[src/rtl/ysyx_23060187_pkg.sv]
// Shared definitions for the instruction fetch unit: FSM states and fetch constants.
package ysyx_23060187_pkg;

    typedef enum logic [1:0] {
        BOOT = 2'd0,
        REQ  = 2'd1,
        WAIT = 2'd2,
        HOLD = 2'd3
    } fetch_state_e;

    localparam logic [31:0] RESET_PC_DEFAULT = 32'h8000_0000;
    localparam logic [31:0] INST_NOP         = 32'h0000_0013;
    localparam int unsigned PC_STEP          = 4;

endpackage

[src/rtl/ysyx_23060187_ifu_pcgen.sv]
// Fetch PC generator: owns the fetch PC, the pending redirect target and the
// kill flag that marks the outstanding fetch as stale.
module ysyx_23060187_ifu_pcgen
    import ysyx_23060187_pkg::*;
#(
    parameter int              XLEN     = 32,
    parameter logic [XLEN-1:0] RESET_PC = XLEN'(RESET_PC_DEFAULT)
) (
    input  logic            clk,
    input  logic            rst,
    input  logic            in_boot,
    input  logic            in_req,
    input  logic            in_wait,
    input  logic            in_hold,
    input  logic            redirect_valid,
    input  logic [XLEN-1:0] redirect_pc,
    input  logic            rsp_valid,
    input  logic            inst_fire,
    output logic [XLEN-1:0] fetch_pc,
    output logic            rsp_drop
);

    logic [XLEN-1:0] fetch_pc_q, fetch_pc_d;
    logic [XLEN-1:0] target_q, target_d;
    logic            kill_q, kill_d;
    logic [XLEN-1:0] redirect_aligned;
    logic [1:0]      unused_redirect_lsb;

    // Fetches are always word aligned; the low target bits carry no meaning.
    assign redirect_aligned    = {redirect_pc[XLEN-1:2], 2'b00};
    assign unused_redirect_lsb = redirect_pc[1:0];
    assign fetch_pc            = fetch_pc_q;

    // Next fetch PC selection: redirect always wins over the sequential step.
    always_comb begin
        fetch_pc_d = fetch_pc_q;
        target_d   = target_q;
        kill_d     = kill_q;
        rsp_drop   = 1'b0;
        if (in_boot) begin
            if (redirect_valid) begin
                fetch_pc_d = redirect_aligned;
            end
        end else if (in_req) begin
            // The pending request must stay unchanged, so only remember the target.
            if (redirect_valid) begin
                target_d = redirect_aligned;
                kill_d   = 1'b1;
            end
        end else if (in_wait) begin
            if (rsp_valid && (kill_q || redirect_valid)) begin
                rsp_drop   = 1'b1;
                kill_d     = 1'b0;
                fetch_pc_d = redirect_valid ? redirect_aligned : target_q;
            end else if (redirect_valid) begin
                target_d = redirect_aligned;
                kill_d   = 1'b1;
            end
        end else if (in_hold) begin
            if (redirect_valid) begin
                fetch_pc_d = redirect_aligned;
            end else if (inst_fire) begin
                fetch_pc_d = fetch_pc_q + XLEN'(PC_STEP);
            end
        end
    end

    // PC, target and kill state registers.
    always_ff @(posedge clk) begin
        if (rst) begin
            fetch_pc_q <= RESET_PC;
            target_q   <= RESET_PC;
            kill_q     <= 1'b0;
        end else begin
            fetch_pc_q <= fetch_pc_d;
            target_q   <= target_d;
            kill_q     <= kill_d;
        end
    end

endmodule

[src/rtl/ysyx_23060187_ifu.sv]
// Instruction fetch unit top: fetch FSM, memory request channel and the
// registered instruction buffer presented to decode.
module ysyx_23060187_ifu
    import ysyx_23060187_pkg::*;
#(
    parameter int              XLEN     = 32,
    parameter logic [XLEN-1:0] RESET_PC = XLEN'(RESET_PC_DEFAULT)
) (
    input  logic            clk,
    input  logic            rst,
    input  logic            redirect_valid,
    input  logic [XLEN-1:0] redirect_pc,
    output logic            imem_req_valid,
    input  logic            imem_req_ready,
    output logic [XLEN-1:0] imem_req_addr,
    input  logic            imem_rsp_valid,
    input  logic [31:0]     imem_rsp_data,
    input  logic            imem_rsp_err,
    output logic            inst_valid,
    input  logic            inst_ready,
    output logic [31:0]     inst,
    output logic [XLEN-1:0] inst_pc,
    output logic            inst_err
);

    fetch_state_e    state_q, state_d;
    logic            req_valid_q, req_valid_d;
    logic            inst_valid_q, inst_valid_d;
    logic [31:0]     inst_q, inst_d;
    logic [XLEN-1:0] inst_pc_q, inst_pc_d;
    logic            inst_err_q, inst_err_d;
    logic [XLEN-1:0] fetch_pc;
    logic            rsp_drop;
    logic            inst_fire;

    assign inst_fire = inst_valid_q && inst_ready;

    ysyx_23060187_ifu_pcgen #(
        .XLEN     (XLEN),
        .RESET_PC (RESET_PC)
    ) u_pcgen (
        .clk            (clk),
        .rst            (rst),
        .in_boot        (state_q == BOOT),
        .in_req         (state_q == REQ),
        .in_wait        (state_q == WAIT),
        .in_hold        (state_q == HOLD),
        .redirect_valid (redirect_valid),
        .redirect_pc    (redirect_pc),
        .rsp_valid      (imem_rsp_valid),
        .inst_fire      (inst_fire),
        .fetch_pc       (fetch_pc),
        .rsp_drop       (rsp_drop)
    );

    // Next-state and instruction-buffer capture; valids derive from the next state.
    always_comb begin
        state_d    = state_q;
        inst_d     = inst_q;
        inst_pc_d  = inst_pc_q;
        inst_err_d = inst_err_q;
        case (state_q)
            BOOT: state_d = REQ;
            REQ: begin
                if (imem_req_ready) begin
                    state_d = WAIT;
                end
            end
            WAIT: begin
                if (imem_rsp_valid) begin
                    if (rsp_drop) begin
                        state_d = REQ;
                    end else begin
                        inst_d     = imem_rsp_data;
                        inst_pc_d  = fetch_pc;
                        inst_err_d = imem_rsp_err;
                        state_d    = HOLD;
                    end
                end
            end
            HOLD: begin
                if (redirect_valid || inst_ready) begin
                    state_d = REQ;
                end
            end
            default: state_d = BOOT;
        endcase
        req_valid_d  = (state_d == REQ);
        inst_valid_d = (state_d == HOLD);
    end

    // Fetch FSM with registered handshake outputs and instruction buffer.
    always_ff @(posedge clk) begin
        if (rst) begin
            state_q      <= BOOT;
            req_valid_q  <= 1'b0;
            inst_valid_q <= 1'b0;
            inst_q       <= INST_NOP;
            inst_pc_q    <= RESET_PC;
            inst_err_q   <= 1'b0;
        end else begin
            state_q      <= state_d;
            req_valid_q  <= req_valid_d;
            inst_valid_q <= inst_valid_d;
            inst_q       <= inst_d;
            inst_pc_q    <= inst_pc_d;
            inst_err_q   <= inst_err_d;
        end
    end

    assign imem_req_valid = req_valid_q;
    assign imem_req_addr  = fetch_pc;
    assign inst_valid     = inst_valid_q;
    assign inst           = inst_q;
    assign inst_pc        = inst_pc_q;
    assign inst_err       = inst_err_q;

endmodule

[config.mk]
export PLATFORM = sky130hd
export DESIGN_NAME = ysyx_23060187_ifu
export DESIGN_NICKNAME = d
export VERILOG_FILES = /design/src/rtl/ysyx_23060187_pkg.sv /design/src/rtl/ysyx_23060187_ifu_pcgen.sv /design/src/rtl/ysyx_23060187_ifu.sv
export SDC_FILE = /design/constraint.sdc
export NUM_CORES = 1
export LEC_CHECK = 0
export CORE_ASPECT_RATIO = 1.75
export CORE_MARGIN = 4
export CORE_UTILIZATION = 40
export CTS_CLUSTER_SIZE = 16
export DETAILED_ROUTE_END_ITERATION = 8
export GPL_TIMING_DRIVEN = 0
export PLACE_DENSITY_LB_ADDON = 0.3
export RECOVER_POWER = 50
export SKIP_CTS_REPAIR_TIMING = 1
export SYNTH_ARGS = -nofsm -noshare
export SYNTH_HDL_FRONTEND = slang
export SYNTH_SLANG_ARGS = --single-unit
[constraint.sdc]
create_clock -name clk -period 2.2 [get_ports clk]
set_input_delay 0.44 -clock clk [delete_from_list [all_inputs] [get_ports clk]]
set_output_delay 0.44 -clock clk [all_outputs]
set_load 0.02 [all_outputs]
==> results.toml <==
[status]
outcome = "finished clean"

[floorplan]
die_w_um = 102
die_h_um = 172
io_pins = 170
start_util_pct = 41.1
core_um2 = 15100
num_rows = 59
dieArea_um2 = 17600

[placement]
dp.cells = 1178
io_buffer_count = 167
gp_congestion = 1.00
detailed_place_hpwl_um = 16200

[setup_path]
r2r_slack_ns = 0.04
startpoint_type = "register"
cp_slowest_cell = "a2111oi_1"
criticalPathCategory = "register to register"
path_common_cell = "nor4_1"
path_buf_inv = 0
critPathRequiredTime_ns = 2.49
slowest_delay_ns = 0.54
crit_fanout = 9
critPathArrivalTime_ns = 2.44
crit_family = "simple AND/OR/NAND/NOR gates"
crit_path_end_kind = "register"
crit_chain = "nand3_2, nor4_1, xor2_1, a2111oi_1, nor4_1"

[timing]
fin_hold_ws_ns = 0.449
fin_setup_tns_ns = 0
fin_crit_sh_pct = 98.1
skew_ns = 0.00703
fin_crit_ns = 2.16
maxSlewViolCount = 0
slew_headroom_pct = 57.9
hold_viol = 0
tightest_slew_ns = 0.632
fmax_ghz = 0.464
setup_viol = 0
rsz0062_at_grt = "false"

[synthesis]
ys_ff_latch = 134
synth_area_um2 = 6180
synth.avg_cell_area_um2 = 7.47
yosysWarnings = 0
netlist_instances = 828
synthArstFlopShare_pct = 0
synth_edf_count = 0
seq_area_frac_synth_pct = 43.4
synthesis.nets = 906
synth_ff_type = "dfxtp_1"
synth_cell_types = 59

[final_layout]
diodes = 0
layout-drive-gt1-share_pct = 11.2
syn_to_final_growth_pct = 44.5
nets = 1096
nFillCells = 1411
fin_cells = 1214

[pwr]
p_leak_nw = 3.49
p_per_area_nw_per_um2 = 753
peakVddDrop_mv = 0.562
finalPower_w = 0.00673

[cts]
htree_num_levels = 4
clk_pin_slew_worst_paths_ns = 0.06
clock_sinks = 134
clk_latency_ns = 0.42
clock-root-buffer = "clkbuf_16"
cts_made_buffers = 17
tritoncts = "built"
cts_buffer_depth = 2

[global_routing]
grt_max_degree = 17
antenna_found_initial = 0
grt_usage_pct = 24.4
first_global_vias = 6481
overflow = 0
grt_first_pass_wirelength_um = 33500

[routing]
drcViolationCount = 0
antenna_left = 0
drtIter0Drc = 508
first_pass_iters = 5
wl_per_cell_um = 18.0
wirelength_um = 21900
vias_per_cell = 5.54
num_vias = 6729

[run]
max_cap_violations = 0

[hold_path]
hold_path_class = "register to register"
==> Yosys cell counts (all sizes together) (2+ instances only) <==
cell     count  share of area [%]
o211ai       9                1.1
clkbuf      48                3.0
a31o         2               0.28
xnor2        5               0.71
nand2b       7               0.71
nor4         6               0.85
nand2      236                 14
a21oi      132                 11
or2          2               0.20
a2111oi      2               0.28
ha           7                1.4
xor2         9                1.3
o221ai       2               0.28
nand3       26                2.2
nor2        29                1.8
a311oi       3               0.42
mux2i        5               0.81
o22ai        2               0.20
and2         2               0.20
a32o         3               0.49
a31oi        9               0.91
and4         4               0.59
a221oi       2               0.28
nand4       17                2.0
buf         20                1.6
o41ai        6               0.85
nor3        14                1.1
and3        17                1.7
a211oi       3               0.36
dfxtp      134                 43
a21o         3               0.36
o21ai       32                2.6
inv         13               0.79
==> power by group <==
part	internal, W	leakage (nW)	total [W]	switching (W)
Sequential	0.00252	1.09	0.00265	0.000123
Clock	0.00194	0.311	0.00307	0.00114
Combinational	0.000426	2.09	0.00102	0.000591
Total	0.00488	3.49	0.00673	0.00185
==> layout by cell type (no fill, tap or decap), types with 13 or more instances in the layout <==
master / instances
nand2_1: 234
a21oi_1: 132
dfxtp_1: 132
dlygate4sd3_1: 88
clkdlybuf4s50_1: 79
o21ai_0: 32
nor2_1: 25
clkbuf_2: 23
clkbuf_1: 22
nand3_1: 22
clkbuf_16: 17
nand4_1: 16
and3_1: 16
inv_1: 13
nor3_1: 13
==> layer usage <==
metal,part of all wire [%],vias to the layer above,track usage [%]
li1,-,3242,-
met1,36,3068,26.0
met2,51,334,43.6
met3,7.2,85,4.56
met4,5.3,0,14.8
met5,0,-,0
==> registers in the layout (all words and copies together), names as in the netlist <==
| signal | flops |
|---|---|
| imem_req_valid | 1 |
| inst | 32 |
| inst_err | 1 |
| inst_pc | 32 |
| inst_valid | 1 |
| state_q | 2 |
| u_pcgen.fetch_pc | 32 |
| u_pcgen.kill_q | 1 |
| u_pcgen.target_q | 32 |
==> final timing paths <==
kind,from,to,cells past startpoint
min,inst_pc[11],inst_pc[11],2
max reg2reg,u_pcgen.fetch_pc[8],u_pcgen.fetch_pc[15],5
min reg2reg,inst_pc[11],inst_pc[11],2
max,u_pcgen.fetch_pc[8],u_pcgen.fetch_pc[15],5
==> worst register-to-register path, delay by kind of cell, from the launching register on <==
kind	cells	cell delay, ns
AND/OR/NAND/NOR	3	0.84
AO/OA/AOI/OAI	1	0.54
flip-flops	1	0.51
XOR/XNOR	1	0.15
==> cell families after synthesis <==
group | Yosys count | share of synthesized area, %
AOI/OAI and AO/OA | 221 | 20.7
xor gates and xnor gates | 14 | 1.98
adders and majority gates | 7 | 1.42
buffers and inverters | 82 | 5.38
DFF | 134 | 43.4
muxes | 6 | 0.991
and+or+nand+nor | 364 | 26.2
==> layout make-up <==
| type | instances | area [um^2] | area share, % |
|---|---|---|---|
| buffer | 66 | 344 | 3.85 |
| clock inverter | 14 | 195 | 2.18 |
| multi-input combinational | 612 | 3270 | 36.6 |
| clock buffer | 18 | 439 | 4.91 |
| inverter | 14 | 56.3 | 0.630 |
| tap | 183 | 229 | 2.56 |
| sequential | 134 | 2690 | 30.1 |
| timing repair buffer | 173 | 1710 | 19.2 |
==> stage by stage <==
stage | instance area [um^2] | setup slack (ns) | util, %
global route | 8940 | 0.000670 | 59.3
floorplan | 6180 | 0.156 | -
global placement | 8090 | -0.621 | 53.7
detailed placement | 8090 | -0.622 | 53.7
finish | 8940 | 0.0428 | 59.3
CTS | 8720 | -0.644 | 57.9
No activity file was read; power rests on OpenSTA's default activity.
